File: config.mk
export PLATFORM = sky130hd
export DESIGN_NAME = alu_bitserial_seq
export DESIGN_NICKNAME = d
export VERILOG_FILES = /design/src/rtl/alu_bitserial_seq.sv
export SDC_FILE = /design/constraint.sdc
export NUM_CORES = 1
export LEC_CHECK = 0
export CAP_MARGIN = 25
export CORE_MARGIN = 2
export CORE_UTILIZATION = 56
export CTS_BUF_LIST = sky130_fd_sc_hd__clkbuf_4
export CTS_CLUSTER_DIAMETER = 80
export CTS_CLUSTER_SIZE = 14
export DETAILED_ROUTE_END_ITERATION = 12
export MAX_ROUTING_LAYER = met4
export PLACE_DENSITY_LB_ADDON = 0.12
export SLEW_MARGIN = 20
export SYNTH_ARGS = -nofsm -noshare
export SYNTH_HDL_FRONTEND = slang
export SYNTH_SLANG_ARGS = --single-unit
File: constraint.sdc
create_clock -name clk -period 3.5 [get_ports clk]
set_input_delay 0.525 -clock clk [delete_from_list [all_inputs] [get_ports clk]]
set_output_delay 0.525 -clock clk [all_outputs]
set_load 0.005 [all_outputs]
File: src/rtl/alu_bitserial_seq.sv
// Bit-serial sequencer for a 1-bit ALU slice: streams operands LSB first over N
// cycles, collects the slice's sum bits and reports result, carry, ovf and zero.
module alu_bitserial_seq #(
  parameter int N = 8
) (
  input  logic         clk,
  input  logic         rst,
  input  logic         start,
  input  logic [1:0]   op,
  input  logic [N-1:0] a,
  input  logic [N-1:0] b,
  output logic         busy,
  output logic         done,
  output logic [N-1:0] result,
  output logic         carry,
  output logic         ovf,
  output logic         zero,
  output logic         alu_a,
  output logic         alu_b,
  output logic         alu_cin,
  output logic [1:0]   alu_op,
  input  logic         alu_s,
  input  logic         alu_cout
);

  localparam int CW = (N > 2) ? $clog2(N) : 1;

  typedef enum logic [1:0] {
    S_IDLE,
    S_RUN,
    S_DONE
  } state_t;

  state_t         state_q, state_d;
  logic [N-1:0]   a_sh_q, a_sh_d;
  logic [N-1:0]   b_sh_q, b_sh_d;
  logic [N-1:0]   res_sh_q, res_sh_d;
  logic [1:0]     op_q, op_d;
  logic [CW-1:0]  cnt_q, cnt_d;
  logic           cy_q, cy_d;
  logic [N-1:0]   result_q, result_d;
  logic           carry_q, carry_d;
  logic           ovf_q, ovf_d;
  logic           zero_q, zero_d;
  logic [N-1:0]   assembled;

  // Value the result register holds once the current sum bit is shifted in.
  assign assembled = {alu_s, res_sh_q[N-1:1]};

  // NOTE: every variable gets its hold value first, so no path through this
  // block can leave one unassigned and infer a latch.
  always_comb begin
    state_d  = state_q;
    a_sh_d   = a_sh_q;
    b_sh_d   = b_sh_q;
    res_sh_d = res_sh_q;
    op_d     = op_q;
    cnt_d    = cnt_q;
    cy_d     = cy_q;
    result_d = result_q;
    carry_d  = carry_q;
    ovf_d    = ovf_q;
    zero_d   = zero_q;

    case (state_q)
      S_RUN: begin
        res_sh_d = assembled;
        a_sh_d   = a_sh_q >> 1;
        b_sh_d   = b_sh_q >> 1;
        cy_d     = alu_cout;
        cnt_d    = cnt_q + CW'(1);
        if (cnt_q == CW'(N - 1)) begin
          state_d  = S_DONE;
          result_d = assembled;
          carry_d  = op_q[1] & alu_cout;
          // cy_q is the carry into the MSB during this last bit.
          ovf_d    = op_q[1] & (cy_q ^ alu_cout);
          zero_d   = (assembled == '0);
        end
      end
      default: begin
        if (state_q == S_DONE) state_d = S_IDLE;
        if (start) begin
          state_d  = S_RUN;
          a_sh_d   = a;
          b_sh_d   = b;
          op_d     = op;
          cnt_d    = '0;
          cy_d     = (op == 2'b11);
          res_sh_d = '0;
        end
      end
    endcase
  end

  // NOTE: datapath registers are reset too, so alu_* and the flags are
  // defined from the moment rst asserts rather than holding stale data.
  always_ff @(posedge clk or posedge rst) begin
    if (rst) begin
      state_q  <= S_IDLE;
      a_sh_q   <= '0;
      b_sh_q   <= '0;
      res_sh_q <= '0;
      op_q     <= 2'b00;
      cnt_q    <= '0;
      cy_q     <= 1'b0;
      result_q <= '0;
      carry_q  <= 1'b0;
      ovf_q    <= 1'b0;
      zero_q   <= 1'b1;
    end else begin
      // NOTE: non-blocking updates let every flop see pre-edge values.
      state_q  <= state_d;
      a_sh_q   <= a_sh_d;
      b_sh_q   <= b_sh_d;
      res_sh_q <= res_sh_d;
      op_q     <= op_d;
      cnt_q    <= cnt_d;
      cy_q     <= cy_d;
      result_q <= result_d;
      carry_q  <= carry_d;
      ovf_q    <= ovf_d;
      zero_q   <= zero_d;
    end
  end

  assign busy    = (state_q == S_RUN);
  assign done    = (state_q == S_DONE);
  assign result  = result_q;
  assign carry   = carry_q;
  assign ovf     = ovf_q;
  assign zero    = zero_q;
  assign alu_a   = a_sh_q[0];
  assign alu_b   = b_sh_q[0];
  assign alu_cin = cy_q & op_q[1];
  assign alu_op  = op_q;

endmodule

== Word level (Yosys, flattened, before mapping) ==
Index checks and enable logic that the tools add are counted.

* Flip-flop bits (word level): 43
* Input bits: 23
* Output and inout port bits: 18
* Logic and storage cells: 42

* Add/sub/neg operators: 1
* Eq/ne operators: 5
* Mux-type cells: 14
* Bitwise operators: 5
* Reduce and logical (&&, ||, !) cells: 6

{| class="wikitable"
|+ Operator list
! kind !! number
|-
| $mux W8 || 6
|-
| $logic_not A8 Y1 || 1
|-
| $mux W2 || 4
|-
| $mux W3 || 2
|-
| $reduce_and A2 Y1 || 3
|-
| $eq A2 B2 Y1 const B || 2
|-
| $add A3 B1 Y3 const B || 1
|-
| $and A1 B1 Y1 || 3
|-
| $eq A3 B3 Y1 const B || 1
|-
| $reduce_bool A3 Y1 || 1
|-
| $eq A2 B1 Y1 const B || 1
|-
| $mux W1 || 2
|-
| $ne A2 B1 Y1 const B || 1
|-
| $reduce_bool A2 Y1 || 1
|-
| $not A1 Y1 || 1
|-
| $xor A1 B1 Y1 || 1
|}

== Depth between registers and ports, before layout ==
Gate-level depths: netlist of run 1.

* Word-level depth: 4
* Gate-level depth with buffers: 6
* Gate-level depth less buffers: 5

== Worst setup path after synthesis of run 1 ==
OpenSTA, ideal clock, no wires.

* Path kind: flip-flop to flip-flop
* From: reg cnt_q[0]
* To: reg result_q[0], in the netlist result[0]
* Library setup time: 125 ps
* Arrival: 1327 ps
* Data required time: 3375 ps
* Path slack: 2048 ps
* Stages on the path, launching flop included: 6
* Buffers on the path: 1
* Clock period less this slack: 1452 ps
* Cell sequence: dfrtp_1 -> ha_1 -> ha_1 -> nand3b_4 -> buf_6 -> mux2_2

* Word-level cells in the longest chain between the ends: 2

{| class="wikitable"
|+ RTL lines
! what !! line !! source
|-
| start, declared || 39 || <nowiki>logic [CW-1:0] cnt_q, cnt_d;</nowiki>
|-
| start signal, assigned || 118 || <nowiki>cnt_q <= cnt_d;</nowiki>
|-
| $eq A3 B3 Y1 || 72 || <nowiki>if (cnt_q == CW'(N - 1)) begin</nowiki>
|-
| $reduce_and A2 Y1 (no line) || - ||
|-
| end signal, assigned || 120 || <nowiki>result_q <= result_d;</nowiki>
|-
| end, declared || 41 || <nowiki>logic [N-1:0] result_q, result_d;</nowiki>
|}

Every way passes these cells.
A chain may end at the register's enable or synchronous reset.

== Final worst setup path of run 1 ==
* From: reg state_q[0]
* To: out busy

* Word-level cells in the longest chain between the ends: 1

{| class="wikitable"
|+ RTL lines
! what !! line !! source
|-
| start, declared || 34 || <nowiki>state_t state_q, state_d;</nowiki>
|-
| start signal, assigned || 113 || <nowiki>state_q <= state_d;</nowiki>
|-
| $eq A2 B1 Y1 || 127 || <nowiki>assign busy = (state_q == S_RUN);</nowiki>
|-
| end, declared || 12 || <nowiki>output logic busy,</nowiki>
|}

Every way passes these cells.

==> flow_metrics.tcl, run 1 <==
set metrics [dict create \
    clk_latency_ns 0.35 \
    remaining_drc_errors 0 \
    start_util_pct 57.37 \
    port_buffers 40 \
    die_w_um 62.01 \
    ir_worst_vdd_uv 454.6 \
    cts_sinks 42 \
    wire_per_inst_um 12.91 \
    clock-root-buffer "clkbuf_4" \
    final_cell_mix "dfrtp_1, clkdlybuf4s50_1, nand2_1" \
    syn_avg_cell_area_um2 11.49 \
    cts_setup_buffers 0 \
    ys_top_cells_by_area "dfrtp_1, mux2i_1, nand2_1, o21ai_0, mux2_2" \
    rows 21 \
    r2r_end "alu_op[1]$_DFFE_PP0P_" \
    rsz0062_at_grt "false" \
    numCtsBuffers 5 \
    finClkSkew_ns 0.009813 \
    worst_slew_pin_slew_ns 0.6472 \
    die_h_um 62.01 \
    final_common_cell "dfrtp_1" \
    coreArea_um2 3284 \
    finalNetCount 231 \
    cp-endpoint "busy" \
    status "complete, no violations" \
    slowest_delay_ns 0.51 \
    vias 1261 \
    ys.flop_type "dfrtp_1" \
    cap_violations 0 \
    syn-num-nets 189 \
    die_area_um2 3845 \
    vias_per_cell 4.984 \
    async_reset_ff_share_pct 100.0 \
    relSlewSlack_pct 56.72 \
    required_ns 2.97 \
    tns_ns 0 \
    syn_inst 164 \
    drtIter0Drc 22 \
    synth_warnings 0 \
    synth_edf_count 0 \
    tritoncts "done" \
    areaGrowthSynthToFinish_pct 27.76 \
    overflow 0 \
    routed_wirelength_um 3265 \
    dp_hpwl_um 2374 \
    synth_top_area_share_pct 54.45 \
    reg2reg_from "state_q[0]$_DFFE_PP0P_" \
    ys_ff_latch 42 \
    hold_violations 0 \
    endpoint_kind "output port" \
    crit_chain "nor2b_4, clkdlybuf4s50_1" \
    r2r_slack_ns 1.81 \
    antenna_left 0 \
    cts_hold_buffers 0 \
    grt_pass1_wl_um 5333 \
    setup_viol 0 \
    grt_usage_pct 20.31 \
    htree_levels 2 \
    rr_worst_depth 4 \
    drt_first_pass_iters 4 \
    cts_buffer_depth 2 \
    antenna_found_initial 0 \
    clk_pin_slew_ns 0.12 \
    synth_cell_types 25 \
    crit_arrival_ns 1.52 \
    fin_crit_ns 2.042 \
    p_leak_nw 1.110 \
    slowest_stage "clkdlybuf4s50_1" \
    start_kind "register" \
    power_w 0.001870 \
    ios 41 \
    n_antenna_cell 0 \
    power.density_nw_per_um2 776.8 \
    grt_max_degree 54 \
    drv_slew 0 \
    post_cts_resize_count 0 \
    yosys.area.top_type "dfrtp_1" \
    synthesis.area_um2 1884 \
    crit_type "register to output port" \
    ys_seq_area_share_pct 55.84 \
    hold_class "input pin to asynchronous set/reset pin" \
    worstPathMaxFanout 5 \
    grt_pass1_vias 1197 \
    timing.final.crit_share_pct 58.33 \
    routabilityCongestion 0.6846 \
    crit_start "state_q[0]$_DFFE_PP0P_" \
    drive_above_1_share_pct 13.04 \
    fmax_mhz 489.8 \
]
-- metrics by stage --
stage                     cells  setup slack [ns]  utilization [%]  instance area (um2)  hold WS (ns)
after floorplan             164             2.002                -                 1884        0.4489
after global placement      244             1.218            69.75                 2291        0.4609
after detailed placement    244             1.190            69.75                 2291        0.4668
after CTS                   252             1.447            72.84                 2392        0.4936
after global routing        253             1.368            73.30                 2407        0.4995
final                       253             1.458            73.30                 2407        0.4684
-- logic make-up (layout without fill, tap and decap cells) --
family / Yosys count / after routing / share of synthesized area (%)
mux: 27 / 27 / 15.47
flops: 42 / 42 / 55.84
xor+xnor: 1 / 1 / 0.4649
compound gates: 30 / 30 / 8.433
simple gates: 51 / 51 / 13.94
buf+inv: 11 / 54 / 4.515
fa+ha+maj: 2 / 2 / 1.328
-- state kept, by name, indices dropped and copies added (netlist names) --
signal    count
result        8
zero          1
b_sh_q        8
ovf           1
a_sh_q        8
state_q       2
alu_op        2
carry         1
cy_q          1
cnt_q         3
res_sh_q      7
-- cell usage after synthesis, types with 2 or more instances --
| library cell | instances |
|---|---|
| mux2_4 | 2 |
| clkbuf_2 | 2 |
| mux2_2 | 9 |
| buf_4 | 5 |
| nor4_1 | 2 |
| mux2i_1 | 16 |
| o21ai_0 | 23 |
| nor2b_1 | 2 |
| buf_6 | 3 |
| dfrtp_1 | 41 |
| nand2_1 | 31 |
| o21ai_1 | 4 |
| ha_1 | 2 |
| nor2_1 | 3 |
| nand2b_1 | 9 |
-- worst min path at each step --
stage	startpoint	end	slack [ns]	cells past startpoint
after floorplan	b_sh_q[1]$_DFFE_PP0P_	b_sh_q[0]$_DFFE_PP0P_	0.45	2
after global placement	ovf$_DFFE_PP0P_	ovf$_DFFE_PP0P_	0.46	2
after detailed placement	b_sh_q[1]$_DFFE_PP0P_	b_sh_q[0]$_DFFE_PP0P_	0.47	2
after CTS	b_sh_q[1]$_DFFE_PP0P_	b_sh_q[0]$_DFFE_PP0P_	0.49	2
after global routing	rst	b_sh_q[3]$_DFFE_PP0P_	0.50	2
final	rst	b_sh_q[3]$_DFFE_PP0P_	0.47	2
-- critical path, delay by kind of cell (launching register included) --
family                 cells  cell delay, ns
buffers and inverters      1            0.51
and+or+nand+nor            1            0.19
DFF                        1            0.48
-- area by class of cell --
class	instances	area, um2
clock buffer	5	37.54
clock inverter	3	63.81
fill	246	877.1
inverter	1	3.754
multi-input combinational	111	747.0
sequential	42	1052
tap	46	57.56
timing repair buffer	45	445.4
-- routing by layer --
| metal | GRT usage [%] | routed length, um | part of all wire, % | vias to the layer above |
|---|---|---|---|---|
| li1 | - | - | - | 637 |
| met1 | 23.99 | 1367 | 42 | 592 |
| met2 | 32.29 | 1728 | 53 | 30 |
| met3 | 6.832 | 149 | 4.6 | 2 |
| met4 | 7.295 | 19 | 0.58 | 0 |
| met5 | - | 0 | 0 | - |
-- power breakdown --
group | internal, W | switching [W]
logic | 0.000384 | 0.000289
clock network | 0.000220 | 0.000152
registers | 0.000687 | 0.000138
total | 0.00129 | 0.000579
Note: power is estimated with default switching activity, not from simulation.
==> run 2: changes to the inputs <==
--- a/config.mk
+++ b/config.mk
@@ -7,7 +7,7 @@
 export LEC_CHECK = 0
 export CAP_MARGIN = 25
 export CORE_MARGIN = 2
-export CORE_UTILIZATION = 56
+export CORE_UTILIZATION = 47
 export CTS_BUF_LIST = sky130_fd_sc_hd__clkbuf_4
 export CTS_CLUSTER_DIAMETER = 80
 export CTS_CLUSTER_SIZE = 14
==> constraint.sdc (replaced) <==
create_clock -name clk -period 1.8 [get_ports clk]
set_input_delay 0.27 -clock clk [delete_from_list [all_inputs] [get_ports clk]]
set_output_delay 0.27 -clock clk [all_outputs]
set_load 0.005 [all_outputs]
==> run 2 against run 1 <==
  * First-iteration DRC count rose by 73%
  * Critical path depth did not move
  * Global-route usage fell by 2.1 points
  * Via count rose by 0.71%
==> flow_metrics.tcl, run 2 (synthesized netlist as in run 1, its figures left out) <==
set metrics [dict create \
    clk_pin_slew_ns 0.12 \
    die_area_um2 4531 \
    rsz0062_at_grt "false" \
    remaining_drc_errors 0 \
    clk_latency_ns 0.35 \
    coreArea_um2 3914 \
    cap_violations 0 \
    grtUsageMet3_pct 6.167 \
    grt-busiest-layer "met2" \
    antenna_left 0 \
    antenna_found_initial 0 \
    ir_worst_vdd_uv 561.1 \
    start_util_pct 48.15 \
    areaGrowthSynthToFinish_pct 26.43 \
    drtIter0Drc 38 \
    drt_first_pass_iters 4 \
    overflow 0 \
    dp_cells 249 \
    clock-root-buffer "clkbuf_4" \
    power.density_nw_per_um2 1425 \
    ios 41 \
    relSlewSlack_pct 61.62 \
    grt_pass1_vias 1279 \
    p_leak_nw 1.096 \
    fmax_mhz 580.6 \
    drv_slew 0 \
    finalNetCount 232 \
    worstPathMaxFanout 5 \
    grt_util_met2_pct 29.33 \
    numCtsBuffers 5 \
    n_antenna_cell 0 \
    crit_arrival_ns 1.45 \
    worst_slew_pin_slew_ns 0.5721 \
    cts_hold_buffers 0 \
    timing.final.crit_share_pct 95.69 \
    tritoncts "done" \
    required_ns 1.53 \
    rows 23 \
    p_comb_share_pct 39.4 \
    grt_max_degree 37 \
    vias 1270 \
    grt_pass1_wl_um 5802 \
    port_buffers 40 \
    p_sw_w 0.001121 \
    stdcell_count 258 \
    grtUsageMet1_pct 21.08 \
    endpoint_kind "output port" \
    grt_usage_pct 18.17 \
    pwr-share-clk_pct 13.3 \
    tns_ns 0 \
    hold_class "input pin to asynchronous set/reset pin" \
    p_int_w 0.002273 \
    status "complete, no violations" \
    setup_viol 0 \
    die_w_um 67.32 \
    fillCellCount 348 \
    drive_above_1_share_pct 14.42 \
    fin_crit_ns 1.722 \
    finClkSkew_ns 0.007638 \
    start_kind "register" \
    dp_hpwl_um 2567 \
    crit_type "register to output port" \
    vias_per_cell 4.922 \
    cts_buffer_depth 2 \
    die_h_um 67.32 \
    wire_per_inst_um 13.17 \
    cts_sinks 42 \
    routabilityCongestion 0.7072 \
    routed_wirelength_um 3399 \
    hold_violations 0 \
    htree_levels 2 \
    final_cell_mix "dfrtp_1, clkdlybuf4s50_1, nand2_1" \
    swShare_pct 33.04 \
    seqPwrFrac_pct 47.3 \
]
## run 2: worst paths after layout
| check | start | endpoint | slack, ns | cells after the start |
|---|---|---|---|---|
| worst max-delay path | state_q[0]$_DFFE_PP0P_ | done | 0.08 | 2 |
| min in group clk | b_sh_q[4]$_DFFE_PP0P_ | b_sh_q[3]$_DFFE_PP0P_ | 0.49 | 2 |
| worst min register to register | b_sh_q[4]$_DFFE_PP0P_ | b_sh_q[3]$_DFFE_PP0P_ | 0.49 | 2 |
| worst max register to register | cnt_q[0]$_DFFE_PP0P_ | result[7]$_DFFE_PP0P_ | 0.29 | 4 |
| worst min-delay path | rst | res_sh_q[5]$_DFFE_PP0P_ | 0.20 | 2 |
| max in group asynchronous | rst | a_sh_q[5]$_DFFE_PP0P_ | 1.04 | 3 |
## run 2: final cells by class
class / count / area, um2 / area share [%]
Multi-Input combinational cell: 111 / 747.0 / 31.36
Clock inverter: 2 / 8.758 / 0.3676
Tap cell: 50 / 62.56 / 2.626
Timing Repair Buffer: 46 / 460.4 / 19.33
Sequential cell: 42 / 1055 / 44.28
Inverter: 1 / 3.754 / 0.1576
Clock buffer: 6 / 45.04 / 1.891
## run 2: per-stage QoR
step	power, W	utilization (%)	area [um2]	hold slack, ns	worst slack [ns]
2_1_floorplan	0.002435	-	1884	0.3868	0.3484
3_3_place_gp	0.002887	59.18	2316	0.4644	0.3225
3_5_place_dp	0.002981	59.18	2316	0.4698	0.2833
4_1_cts	0.003431	60.58	2371	0.2086	0.02155
5_1_grt	0.003708	60.87	2382	0.2207	0.0004868
6_report	0.003395	60.87	2382	0.2012	0.07755
## run 2: worst max-delay path, stage by stage, from the launching register on
cell and delay, ns:
dfrtp_2 0.47, nor2b_1 0.14, clkdlybuf4s50_1 0.51
## run 2: timing repair
action                                  4_1_cts  5_1_grt
cloned                                        0        0
endpoints found under the setup margin        1        2
buffers inserted                              0        1
pin swaps                                     0        0
resized for setup                             1        2
## run 2: power groups by stage
| stage | Clock, W | Sequential, W | Combinational (W) |
|---|---|---|---|
| 2_1_floorplan | 0 | 0.00157 | 0.000861 |
| 3_3_place_gp | 0 | 0.00160 | 0.00129 |
| 3_5_place_dp | 0 | 0.00163 | 0.00135 |
| 4_1_cts | 0.000466 | 0.00161 | 0.00135 |
| 5_1_grt | 0.000519 | 0.00167 | 0.00152 |
| 6_report | 0.000451 | 0.00160 | 0.00134 |
## run 2: per-layer routing
metal  vias to the layer above  wire length [um]  part of all wire (%)
li1                        643                 -                     -
met1                       596              1428                    42
met2                        26              1771                    52
met3                         5               152                   4.5
met4                         0                48                   1.4
met5                         -                 0                     0
==> run 3: changes to the inputs <==
--- a/config.mk
+++ b/config.mk
@@ -5,6 +5,7 @@
 export SDC_FILE = /design/constraint.sdc
 export NUM_CORES = 1
 export LEC_CHECK = 0
+export ABC_CLOCK_PERIOD_IN_PS = 1800
 export CAP_MARGIN = 25
 export CORE_MARGIN = 2
 export CORE_UTILIZATION = 47
@@ -12,6 +13,7 @@
 export CTS_CLUSTER_DIAMETER = 80
 export CTS_CLUSTER_SIZE = 14
 export DETAILED_ROUTE_END_ITERATION = 12
+export GPL_TIMING_DRIVEN = 0
 export MAX_ROUTING_LAYER = met4
 export PLACE_DENSITY_LB_ADDON = 0.12
 export SLEW_MARGIN = 20
==> run 3 against run 2 <==
  * First-iteration DRC count grew 45%
  * Setup slack gained 0.069 ns
  * Critical path depth is the same
  * Critical endpoint is now alu_cin
  * Wire length grew 3.9%
  * Clock skew grew 0.0012 ns
  * Final cell count grew 2.7%
==> flow_metrics.tcl, run 3 (synthesized netlist as in run 1, its figures left out) <==
set metrics [dict create \
    status "complete, no violations" \
    worst_hold_slack_ns 0.1884 \
    overflow 0 \
    pre_cts_ws_ns 0.09756 \
    grt_util_met2_pct 30.82 \
    rows 23 \
    relSlewSlack_pct 76.69 \
    fmax_mhz 604.7 \
    slowest_delay_ns 0.49 \
    die_area_um2 4531 \
    crit_start "alu_op[1]$_DFFE_PP0P_" \
    hold_violations 0 \
    required_ns 1.53 \
    clk_latency_ns 0.35 \
    pwr-share-clk_pct 12.9 \
    p_comb_share_pct 42.1 \
    routabilityCongestion 0.7314 \
    p_leak_nw 1.140 \
    crit_chain "and2_1, clkdlybuf4s50_1" \
    drv_slew 0 \
    setup_viol 0 \
    n_antenna_cell 0 \
    hold_class "input pin to asynchronous set/reset pin" \
    worst_slew_pin_slew_ns 0.3491 \
    fin_crit_ns 1.654 \
    vias 1322 \
    slowest_stage "clkdlybuf4s50_1" \
    timing.final.crit_share_pct 91.88 \
    htree_levels 2 \
    antenna_left 0 \
    crit_arrival_ns 1.38 \
    routed_wirelength_um 3532 \
    power_w 0.003520 \
    drive_above_1_share_pct 17.67 \
    seqPwrFrac_pct 45.0 \
    grtUsageMet1_pct 22.45 \
    rsz0062_at_grt "false" \
    p_int_w 0.002353 \
    fin_ws_ns 0.1462 \
    clock-root-buffer "clkbuf_4" \
    cts_sinks 42 \
    reg2reg_from "cnt_q[0]$_DFFE_PP0P_" \
    remaining_drc_errors 0 \
    worstPathMaxFanout 5 \
    cp_num_buf_inv 1 \
    grt_usage_pct 18.84 \
    die_w_um 67.32 \
    ios 41 \
    drt_first_pass_iters 4 \
    multi_input_area_um2 747.0 \
    wire_per_inst_um 13.33 \
    numCtsBuffers 5 \
    grt_pass1_wl_um 6030 \
    swShare_pct 33.15 \
    endpoint_kind "output port" \
    grtUsageMet3_pct 5.500 \
    start_kind "register" \
    ir_worst_vdd_uv 686.3 \
    power.density_nw_per_um2 1440 \
    final_cell_mix "dfrtp_1, clkdlybuf4s50_1, nand2_1" \
    grt_max_degree 29 \
    regArea_um2 1055 \
    grt_pass1_vias 1326 \
    r2r_slack_ns 0.24 \
    areaGrowthSynthToFinish_pct 29.68 \
    port_buffers 40 \
    finClkSkew_ns 0.008880 \
    antenna_found_initial 0 \
    cap_violations 0 \
    dp_hpwl_um 2648 \
    final_common_cell "dfrtp_1" \
    crit_type "register to output port" \
    drtIter0Drc 55 \
    fillCellCount 339 \
    path_delay_family "buffers and inverters" \
    tritoncts "done" \
    grt-busiest-layer "met2" \
    die_h_um 67.32 \
    vias_per_cell 4.989 \
    start_util_pct 48.15 \
    p_sw_w 0.001167 \
    cts_buffer_depth 2 \
    coreArea_um2 3914 \
    finalNetCount 239 \
    clk_pin_slew_ns 0.12 \
]
-- run 3: cell count changes in the layout (fill, tap and decap cells not counted), sizes merged --
cell | before | now
buf | 6 | 11
clkbuf | 6 | 8
clkdlybuf4s50 | 39 | 38
clkinv | 3 | 2
dlygate4sd2 | 0 | 1
inv | 0 | 1
-- run 3: layout make-up --
cell class / instances / area share (%)
Tap cell: 50 / 2.560
Multi-Input combinational cell: 111 / 30.57
Clock buffer: 6 / 1.843
Clock inverter: 2 / 0.3584
Sequential cell: 42 / 43.16
Buffer: 9 / 3.175
Inverter: 1 / 0.1536
Timing Repair Buffer: 44 / 18.18
-- run 3: metrics by stage --
| step | utilization [%] | std cells | setup TNS (ns) | area (um2) |
|---|---|---|---|---|
| after floorplan | - | 164 | 0 | 1884 |
| after global routing | 62.44 | 265 | 0 | 2444 |
| after CTS | 62.37 | 265 | 0 | 2441 |
| after detailed placement | 60.49 | 255 | 0 | 2367 |
| after global placement | 59.97 | 254 | -10.33 | 2347 |
| final | 62.44 | 265 | 0 | 2444 |
-- run 3: path summary, 6_finish.rpt --
check                                         to  depth (start not counted)
min reg2reg                      ovf$_DFFE_PP0P_                          2
max reg2reg                result[7]$_DFFE_PP0P_                          5
min                        a_sh_q[6]$_DFFE_PP0P_                          2
min in group clk                 ovf$_DFFE_PP0P_                          2
max                                      alu_cin                          2
max in group asynchronous       zero$_DFFE_PP1P_                          3
-- run 3: power groups by stage --
stage	Clock (W)	Sequential [W]	Combinational (W)
after detailed placement	0	0.00163	0.00147
after global routing	0.000517	0.00164	0.00167
after floorplan	0	0.00157	0.000861
after global placement	0	0.00159	0.00141
final	0.000454	0.00158	0.00148
after CTS	0.000465	0.00159	0.00152
-- run 3: timing repair --
action / in CTS / in global routing
hold buffers: 0 / 0
resized for setup: 4 / 1
endpoints found under the hold margin: 0 / 0
setup buffers: 3 / 0
setup endpoints to repair: 1 / 1
-- run 3: layer usage --
metal	part of all wire (%)	wire, um	up-vias
met4	1.4	51	0
met3	4.2	149	5
met1	44	1559	632
met2	50	1772	28
met5	0	0	-
li1	-	-	657
